--- src/rtl/avalon_streaming_fifo.sv ---
// Avalon-ST packet FIFO with show-ahead output, level/almost-full reporting,
// synchronous flush and a sticky sop/eop framing error flag.
module avalon_streaming_fifo #(
  parameter int unsigned DATA_WIDTH  = 8,
  parameter int unsigned DEPTH       = 10,
  parameter int unsigned ALMOST_FULL = DEPTH - 2
) (
  input  logic                         clk,
  input  logic                         reset,
  input  logic                         asi_valid,
  input  logic [DATA_WIDTH-1:0]        asi_data,
  input  logic                         asi_startofpacket,
  input  logic                         asi_endofpacket,
  output logic                         asi_ready,
  output logic                         aso_valid,
  output logic [DATA_WIDTH-1:0]        aso_data,
  output logic                         aso_startofpacket,
  output logic                         aso_endofpacket,
  input  logic                         aso_ready,
  input  logic                         flush,
  output logic [$clog2(DEPTH+1)-1:0]   level,
  output logic                         almost_full,
  output logic                         proto_err
);

  localparam int unsigned LW = $clog2(DEPTH + 1);
  localparam int unsigned PW = $clog2(DEPTH);
  localparam int unsigned EW = DATA_WIDTH + 2;

  logic [EW-1:0] mem [DEPTH];
  logic [EW-1:0] head;
  logic [PW-1:0] wr_ptr, rd_ptr, wr_ptr_next, rd_ptr_next;
  logic [LW-1:0] level_next;
  logic          ready_en, in_pkt, in_pkt_next, err_set;
  logic          push, pop;

  // Handshakes; flush suppresses both sides for the cycle.
  assign asi_ready = ready_en && (level < LW'(DEPTH));
  assign aso_valid = (level != '0);
  assign push      = asi_valid && asi_ready && !flush;
  assign pop       = aso_valid && aso_ready && !flush;

  // Show-ahead head word, zeroed while empty.
  assign head = mem[rd_ptr];
  assign {aso_data, aso_startofpacket, aso_endofpacket} = aso_valid ? head : '0;

  always_comb begin
    level_next  = level;
    wr_ptr_next = wr_ptr;
    rd_ptr_next = rd_ptr;
    in_pkt_next = in_pkt;
    err_set     = 1'b0;
    if (flush) begin
      level_next  = '0;
      wr_ptr_next = '0;
      rd_ptr_next = '0;
    end else begin
      if (push) wr_ptr_next = (wr_ptr == PW'(DEPTH - 1)) ? '0 : wr_ptr + PW'(1);
      if (pop)  rd_ptr_next = (rd_ptr == PW'(DEPTH - 1)) ? '0 : rd_ptr + PW'(1);
      if (push && !pop) level_next = level + LW'(1);
      if (pop && !push) level_next = level - LW'(1);
    end
    // Framing: sop opens a packet, eop closes it (sop+eop leaves it closed).
    if (push) begin
      err_set     = (asi_startofpacket && in_pkt) || (!asi_startofpacket && !in_pkt);
      in_pkt_next = asi_endofpacket ? 1'b0 : (asi_startofpacket ? 1'b1 : in_pkt);
    end
  end

  always_ff @(posedge clk or negedge reset) begin
    if (!reset) begin
      ready_en    <= 1'b0;
      level       <= '0;
      almost_full <= 1'b0;
      wr_ptr      <= '0;
      rd_ptr      <= '0;
      in_pkt      <= 1'b0;
      proto_err   <= 1'b0;
    end else begin
      ready_en    <= 1'b1;
      level       <= level_next;
      almost_full <= (level_next >= LW'(ALMOST_FULL));
      wr_ptr      <= wr_ptr_next;
      rd_ptr      <= rd_ptr_next;
      in_pkt      <= in_pkt_next;
      proto_err   <= proto_err | err_set;
    end
  end

  // Storage needs no reset; occupancy alone decides what is valid.
  always_ff @(posedge clk) begin
    if (push) mem[wr_ptr] <= {asi_data, asi_startofpacket, asi_endofpacket};
  end

endmodule

--- config.mk ---
export PLATFORM = sky130hd
export DESIGN_NAME = avalon_streaming_fifo
export DESIGN_NICKNAME = d
export VERILOG_FILES = /design/src/rtl/avalon_streaming_fifo.sv
export SDC_FILE = /design/constraint.sdc
export NUM_CORES = 1
export LEC_CHECK = 0
export CAP_MARGIN = 20
export CORE_MARGIN = 5
export CORE_UTILIZATION = 60
export CTS_BUF_LIST = sky130_fd_sc_hd__clkbuf_8
export CTS_CLUSTER_DIAMETER = 30
export DETAILED_ROUTE_END_ITERATION = 7
export HOLD_SLACK_MARGIN = 0.1
export PLACE_DENSITY = 0.81
export SETUP_SLACK_MARGIN = 0.3
export SYNTH_ARGS = -nofsm -noshare
export SYNTH_HDL_FRONTEND = slang
export SYNTH_SLANG_ARGS = --single-unit
--- constraint.sdc ---
create_clock -name clk -period 2.6 [get_ports clk]
set_input_delay 0.26 -clock clk [delete_from_list [all_inputs] [get_ports clk]]
set_output_delay 0.26 -clock clk [all_outputs]
set_load 0.02 [all_outputs]
[After elaboration in Yosys (flattened, before gate mapping)]
Memory sizes are Yosys's and may differ from the RTL's.
Index checks and enable logic that the tools add are counted.
Widths: inputs -> output; s select.
Operators by class
  reduce and logical (&&, ||, !) cells: 20
  eq/ne operators: 2
  bitwise operators: 1
  $lt $le $gt $ge: 2
  multiplexer cells: 15
  add/subtract/negate cells: 4
Operators by type and width (count)
  $mux 4: 9
  $add 4x1->4 const B: 3
  $mux 10: 1
  $logic_and 1x1->1: 9
  $eq 4x4->1 const B: 2
  $reduce_bool 2->1: 3
  $logic_not 1->1: 5
  $mux 1: 5
  $ge 4x4->1 const B: 1
  $lt 4x4->1 const B: 1
  $reduce_bool 4->1: 1
  $sub 4x1->4 const B: 1
  $reduce_and 2->1: 1
  $logic_or 1x1->1: 1
  $or 1x1->1: 1
Storage, ports and cells
  output and inout port bits: 18
  logic and storage cells: 52
  bits in writable memories: 100
  memories: 1
  flip-flop bits (word level): 16
  bits of input ports: 15
Memory list
  mem: depth 10, width 10, read ports 1, clocked after Yosys merged registers in 0, write ports 1, line 30  | logic [EW-1:0] mem [DEPTH];

[Depth between registers and ports, before layout]
Gate-level depths: netlist (run 1).
  word-level depth: 9
  mapped depth: 7
  mapped depth without buffers: 7

[Worst setup path before layout (run 1)]
Ideal clock, no wire load.
  path kind: reg-to-reg
  start point: register level[1]
  end point: memory mem[0][0] in the netlist's numbering, enable pin
  setup time: 390 ps
  required time: 2210 ps
  slack: 253 ps
  cell stages (with the launch flop): 5
  arrival time: 1957 ps
  path buffers: 0
  cells stage by stage: dfrtp_1 -> o21a_1 -> nor3_2 -> nand2_1 -> nor3_1
Between the ends
  longest elaborated chain between the ends: 6
Ends and longest elaborated chain
  from (decl): line 21  | output logic [$clog2(DEPTH+1)-1:0] level,
  from (signal assigned): line 81  | level <= level_next;
  $lt 4x4->1: line 38  | assign asi_ready = ready_en && (level < LW'(DEPTH));
  $logic_and 1x1->1: line 38
  $logic_and 1x1->1 (2 in series): line 40  | assign push = asi_valid && asi_ready && !flush;
  $mux 1: line 92  | if (push) mem[wr_ptr] <= {asi_data, asi_startofpacket, asi_endofpacket};
  $mux 1 (not written as such): line 92
  to (decl): line 30
No other way between the ends.

[Worst setup path after layout (run 1)]
  start point: register rd_ptr[0]
  end point: output port aso_startofpacket
Between the ends
  longest elaborated chain between the ends: 2
Ends and longest elaborated chain
  from (decl): line 32  | logic [PW-1:0] wr_ptr, rd_ptr, wr_ptr_next, rd_ptr_next;
  from (signal assigned): line 84  | rd_ptr <= rd_ptr_next;
  $mem_v2 10x10
  $mux 10: line 45  | assign {aso_data, aso_startofpacket, aso_endofpacket} = aso_valid ? head : '0;
  to (decl): line 17  | output logic aso_startofpacket,
No other way between the ends.

==> impl_metrics.env, run 1 <==
export IMPL_drc_errors=0
export IMPL_clk_path_buf_depth=2
export IMPL_route_detailed_wl_per_inst_um=22.61
export IMPL_drt_iter0_markers=247
export IMPL_arrival_ps=2120
export IMPL_grt_pass1_wl_um=16050
export IMPL_tritoncts="built"
export IMPL_clock_skew_ps=9.036
export IMPL_syn2layout_area_growth_pct=23.72
export IMPL_slew_viol_final=0
export IMPL_endpoint_kind="output port"
export IMPL_worstMarginPinSlew_ps=831.4
export IMPL_synth_warnings=0
export IMPL_core_um2=7727
export IMPL_syn_nets=298
export IMPL_ios=33
export IMPL_io_buffer_count=32
export IMPL_fin_crit_ps=2380
export IMPL_die_area_um2=9793
export IMPL_synth_cell_types=41
export IMPL_reg2reg_setup_slack_ps=550
export IMPL_instances_no_fill=460
export IMPL_vdd_drop_max_uv=485.2
export IMPL_synth_area_um2=4748
export IMPL_clk_pin_slew_ps=70
export IMPL_rsz0062_at_grt="yes"
export IMPL_drt_pass1_iter_count=5
export IMPL_place_congestion=0.8426
export IMPL_maxCapViolCount=0
export IMPL_status="finished clean"
export IMPL_synth_area_per_cell_um2=17.02
export IMPL_cts_sinks=116
export IMPL_dp_cells=416
export IMPL_powerDensity_nw_per_um2=971.8
export IMPL_dp_hpwl_um=5829
export IMPL_wirelength_um=10400
export IMPL_fp_row_count=32
export IMPL_drive_above_1_share_pct=31.28
export IMPL_grt_max_degree=27
export IMPL_path_class="register to output port"
export IMPL_initial_core_util_pct=61.45
export IMPL_cp_start_kind="register"
export IMPL_hold_viol_final=0
export IMPL_synth_edff_count=100
export IMPL_detail_route_antenna_nets=0
export IMPL_yosysSeqAreaShare_pct=71.67
export IMPL_syn_instance_count=279
export IMPL_finalSetupViolCount=0
export IMPL_synthArstFlopShare_pct=13.79
export IMPL_die_h_um=98.96
export IMPL_via_per_inst=6.133
export IMPL_track_usage_pct=22.48
export IMPL_fin_tns_setup_ps=0
export IMPL_fin_crit_sh_pct=91.54
export IMPL_cts_buffers_inserted=17
export IMPL_hp_class="primary input to asynchronous set/reset pin"
export IMPL_htree_levels=4
export IMPL_insertedDiodeCount=0
export IMPL_design_final_nets=364
export IMPL_cp_data_required_time_ps=2340
export IMPL_r2r_cells=5
export IMPL_reg2reg_from="level[2]"
export IMPL_cts_root_buf="clkbuf_8"
export IMPL_gr_total_overflow=0
export IMPL_worstPathMaxFanout=7
export IMPL_r2r_end="mem[2][5]"
export IMPL_yosys_most_used_dff="edfxtp_1"
export IMPL_antenna_found_initial=0
export IMPL_yosys_register_bits=116
export IMPL_p_leak_nw=2.033
export IMPL_die_w_um=98.96
export IMPL_relSlewSlack_pct=44.40
export IMPL_clk_latency_ps=430
export IMPL_grt_pass1_vias=2836
export IMPL_vias=2821
export IMPL_clock_fmax_mhz=420.2
worst max-delay path: stages, from the launching register on:
cell and delay, ps:
dfrtp_2 450, buf_4 170, buf_16 130, mux4_2 510, o22ai_2 180, a211oi_2 80
buf_2 180
flip-flops by register name, indices dropped and copies added (netlist names):
signal       cells
mem            100
level            4
rd_ptr           4
wr_ptr           4
almost_full      1
in_pkt           1
proto_err        1
ready_en         1
worst max-delay path by stage:
stage / start / to / slack (ps) / cells after the start
6_report: rd_ptr[0] / aso_startofpacket / 220 / 6
5_1_grt: rd_ptr[0] / aso_startofpacket / 130 / 6
4_1_cts: rd_ptr[0] / aso_startofpacket / 220 / 5
3_5_place_dp: rd_ptr[0] / aso_startofpacket / 290 / 5
3_3_place_gp: rd_ptr[0] / aso_startofpacket / 290 / 5
2_1_floorplan: level[1] / mem[8][0] / 300 / 4
kinds of logic after synthesis:
kind of cell / synth area share (%)
other: 0.07898
AO/OA/AOI/OAI: 5.481
adder cells (fa/ha/maj): 1.054
buffers and inverters: 1.950
flip-flops: 71.67
AND/OR/NAND/NOR: 6.324
XOR/XNOR: 0.7377
multiplexers: 12.70
power breakdown:
part           leakage [nW]  switching, mW  internal [mW]
Clock                 0.209          0.798          0.973
Sequential             1.11         0.0949           2.08
Combinational         0.716          0.927          0.831
Total                  2.03           1.82           3.89
per-layer routing:
layer  GRT usage [%]  wire [um]  vias to the layer above
li1                -          -                     1238
met1           27.97       3902                     1427
met2           37.81       5528                      127
met3           6.369        701                       29
met4           8.088        269                        0
met5               0          0                        -
per-stage QoR:
step                instance area, um2  utilization, %  setup WS (ps)  total power [mW]  hold WS (ps)
global placement                  5283           68.36          287.2             3.695         446.3
CTS                               5809           75.18          220.8             5.582         314.8
floorplan                         4758               -          304.2             3.143        -35.59
finish                            5874           76.02          220.0             5.709         316.1
detailed placement                5283           68.36          286.8             3.735         453.7
global route                      5874           76.02          133.5             5.964         338.6
cell usage after synthesis (all sizes together), types with 2 or more instances:
library cell    n  area share (%)
nor2b           4            0.53
mux2            2            0.47
and2            2            0.26
inv             4            0.32
xnor2           4            0.74
a21oi           8            0.84
nand2          14             1.3
a211oi         11             1.7
nor2           19             1.5
o21ai           3            0.32
nor3            6            0.74
ha              4             1.1
edfxtp        100              63
mux4           20             9.5
o22ai          11             1.4
nand2b          4            0.53
buf             9             1.1
nand3           2            0.21
or3             2            0.26
clkbuf          6            0.47
mux2i          13             2.7
a31oi           2            0.26
dfrtp          16             8.4
cells in the final DEF, fill, tap and decap left out, drive strengths merged, types with 13 or more instances in the layout:
| cell type | n |
|---|---|
| buf | 37 |
| clkbuf | 18 |
| clkdlybuf4s50 | 21 |
| dfrtp | 16 |
| edfxtp | 100 |
| mux2i | 13 |
| mux4 | 20 |
| nand2 | 14 |
| nor2 | 19 |
layout make-up:
class / count / area [um2]
flip-flops and latches: 116 / 3406
fillers: 416 / 1853
multi-input cells: 143 / 1320
repair buffers: 62 / 574.3
clock buffers: 17 / 234.0
clock inverters: 15 / 192.7
well taps: 102 / 127.6
inverters: 5 / 20.02
what timing repair did:
action,in CTS,in global routing
setup endpoints to repair,11,12
cloned,1,1
hold buffers,0,0
resized for setup,64,8
pin swaps,1,1
setup buffers,4,6
Note: power is estimated with default switching activity, not from simulation.
==> run 2, diff against run 1 <==
Settings changed: CAP_MARGIN 20 to 40, CTS_CLUSTER_SIZE set to 20.
==> results of run 2 <==
Same layout as run 1: the final DEF is identical, and so are final timing and power.
==> run 3, diff against run 2 <==
Settings changed: CORE_UTILIZATION 60 to 55, PLACE_DENSITY 0.81 to 0.75.
==> run 3 against run 2 <==
Compared with the run above:
- clock skew rose by 3.2 ps
- first-iteration DRC count is 0.40% higher
- sequential power barely moved
- cell area increased by 1.2%
- maximum frequency rose by 2.6%
- sequential share of layout area is 0.64 points lower
- non-clock buffer count grew 12
- hold slack got worse by 16 ps
- cell count is 3.3% higher
- via count grew 1.3%
==> impl_metrics.env, run 3 (synthesized netlist as in run 1, its figures left out) <==
export IMPL_status="finished clean"
export IMPL_clock_skew_ps=12.20
export IMPL_hp_class="primary input to asynchronous set/reset pin"
export IMPL_cts_buffers_inserted=17
export IMPL_dp_hpwl_um=6239
export IMPL_maxCapViolCount=0
export IMPL_slew_viol_final=0
export IMPL_relSlewSlack_pct=47.59
export IMPL_place_congestion=0.7484
export IMPL_reg2reg_from="level[2]"
export IMPL_crit_end="aso_data[1]"
export IMPL_largest_register="mem"
export IMPL_clock_fmax_mhz=431.3
export IMPL_hold_viol_final=0
export IMPL_p_leak_nw=2.087
export IMPL_crit_cells=5
export IMPL_layout_common_cells="edfxtp_1 (100), buf_4 (35), clkdlybuf4s50_1 (21)"
export IMPL_cts_sinks=116
export IMPL_finalSetupViolCount=0
export IMPL_die_w_um=102.9
export IMPL_die_area_um2=10590
export IMPL_core_um2=8299
export IMPL_fin_crit_ps=2319
export IMPL_vdd_drop_max_uv=546.9
export IMPL_cts_root_buf="clkbuf_8"
export IMPL_detail_route_antenna_nets=0
export IMPL_rsz0062_at_grt="yes"
export IMPL_worstMarginPinSlew_ps=783.7
export IMPL_stdcell_area_um2=5942
export IMPL_worstPathMaxFanout=6
export IMPL_instances_no_fill=475
export IMPL_wirelength_um=10130
export IMPL_cp_start_kind="register"
export IMPL_arrival_ps=2060
export IMPL_insertedDiodeCount=0
export IMPL_num_fill_cells=531
export IMPL_initial_core_util_pct=57.21
export IMPL_dpl_cell_area_um2=5371
export IMPL_vias=2857
export IMPL_clk_latency_ps=410
export IMPL_drive_above_1_share_pct=32.97
export IMPL_design_final_nets=376
export IMPL_crit_buf_inv=2
export IMPL_clk_pin_slew_ps=80
export IMPL_cp_slowest_cell="dfrtp_2"
export IMPL_path_cells="clkbuf_16 > mux4_2 > o22ai_2 > a211oi_2 > buf_2"
export IMPL_path_class="register to output port"
export IMPL_tritoncts="built"
export IMPL_track_usage_pct=19.81
export IMPL_grt_pass1_wl_um=15070
export IMPL_reg2reg_setup_slack_ps=480
export IMPL_drt_pass1_iter_count=5
export IMPL_die_h_um=102.9
export IMPL_drt_iter0_markers=248
export IMPL_htree_levels=4
export IMPL_cp_data_required_time_ps=2340
export IMPL_drc_errors=0
export IMPL_grt_pass1_vias=2755
export IMPL_grt_max_degree=27
export IMPL_endpoint_kind="output port"
export IMPL_fp_row_count=33
export IMPL_route_detailed_wl_per_inst_um=21.33
export IMPL_io_buffer_count=32
export IMPL_fin_tns_setup_ps=0
export IMPL_antenna_found_initial=0
export IMPL_fin_crit_sh_pct=89.18
export IMPL_clk_path_buf_depth=2
export IMPL_layout_commonest_cell="edfxtp_1"
export IMPL_r2r_end="mem[1][6]"
export IMPL_syn2layout_area_growth_pct=25.14
export IMPL_largest_register_ff_count=100
export IMPL_powerDensity_nw_per_um2=953.0
export IMPL_r2r_cells=5
export IMPL_critPathMaxStageDelay_ps=520
export IMPL_gr_total_overflow=0
export IMPL_crit_family="flip-flops"
export IMPL_via_per_inst=6.015
export IMPL_dp_cells=427
export IMPL_ios=33
export IMPL_cp_startpoint="rd_ptr[0]"
[run 3: cell types whose count changed in the layout (fill, tap and decap cells not counted), sizes merged]
cell,change
inv,-3
buf,+11
clkdlybuf4s15,-3
clkinv,+2
bufinv,-1
clkinvlp,+2
clkbuf,+4
[run 3: worst min-delay path by stage]
stage,to,slack [ps],cells after the start
final,ready_en,300,1
after global routing,wr_ptr[2],350,1
after floorplan,almost_full,-40,0
after global placement,proto_err,440,1
after detailed placement,proto_err,470,1
after CTS,level[0],300,1
[run 3: per-layer routing]
layer / up-vias / wire length [um] / global-route usage [%]
met4: 0 / 86 / 5.378
met5: - / 0 / 0
met2: 116 / 5297 / 32.31
met3: 12 / 588 / 5.480
met1: 1462 / 4162 / 26.58
li1: 1267 / - / -
[run 3: stage by stage]
step	hold slack (ps)	setup slack, ps	power, mW	utilization [%]
after CTS	301.6	181.8	5.306	69.37
final	299.9	281.4	5.663	71.60
after detailed placement	467.4	337.6	3.784	64.72
after global placement	440.7	350.9	3.749	64.72
after floorplan	-35.59	304.2	3.143	-
after global routing	351.4	196.8	5.908	71.60
[run 3: power breakdown]
| part | switching [mW] | leakage (nW) | internal [mW] |
|---|---|---|---|
| Sequential | 0.103 | 1.11 | 2.09 |
| Combinational | 0.927 | 0.790 | 0.935 |
| Clock | 0.756 | 0.190 | 0.856 |
[run 3: cell type report]
class                      count  area [um2]  share of cell area [%]
sequential                   116        3407                   57.34
multi-input combinational    143        1308                   22.00
inverter                       5       20.02                  0.3369
tap                          105       131.4                   2.211
clock inverter                15       156.4                   2.632
timing repair buffer          74       685.7                   11.54
clock buffer                  17       234.0                   3.938
[run 3: timing repair]
| action | 4_1_cts | 5_1_grt |
|---|---|---|
| pin swaps | 0 | 2 |
| cloned | 0 | 3 |
| endpoints found under the setup margin | 12 | 12 |
| setup buffers | 2 | 11 |
| gates resized for setup | 29 | 40 |
| hold buffers | 0 | 0 |
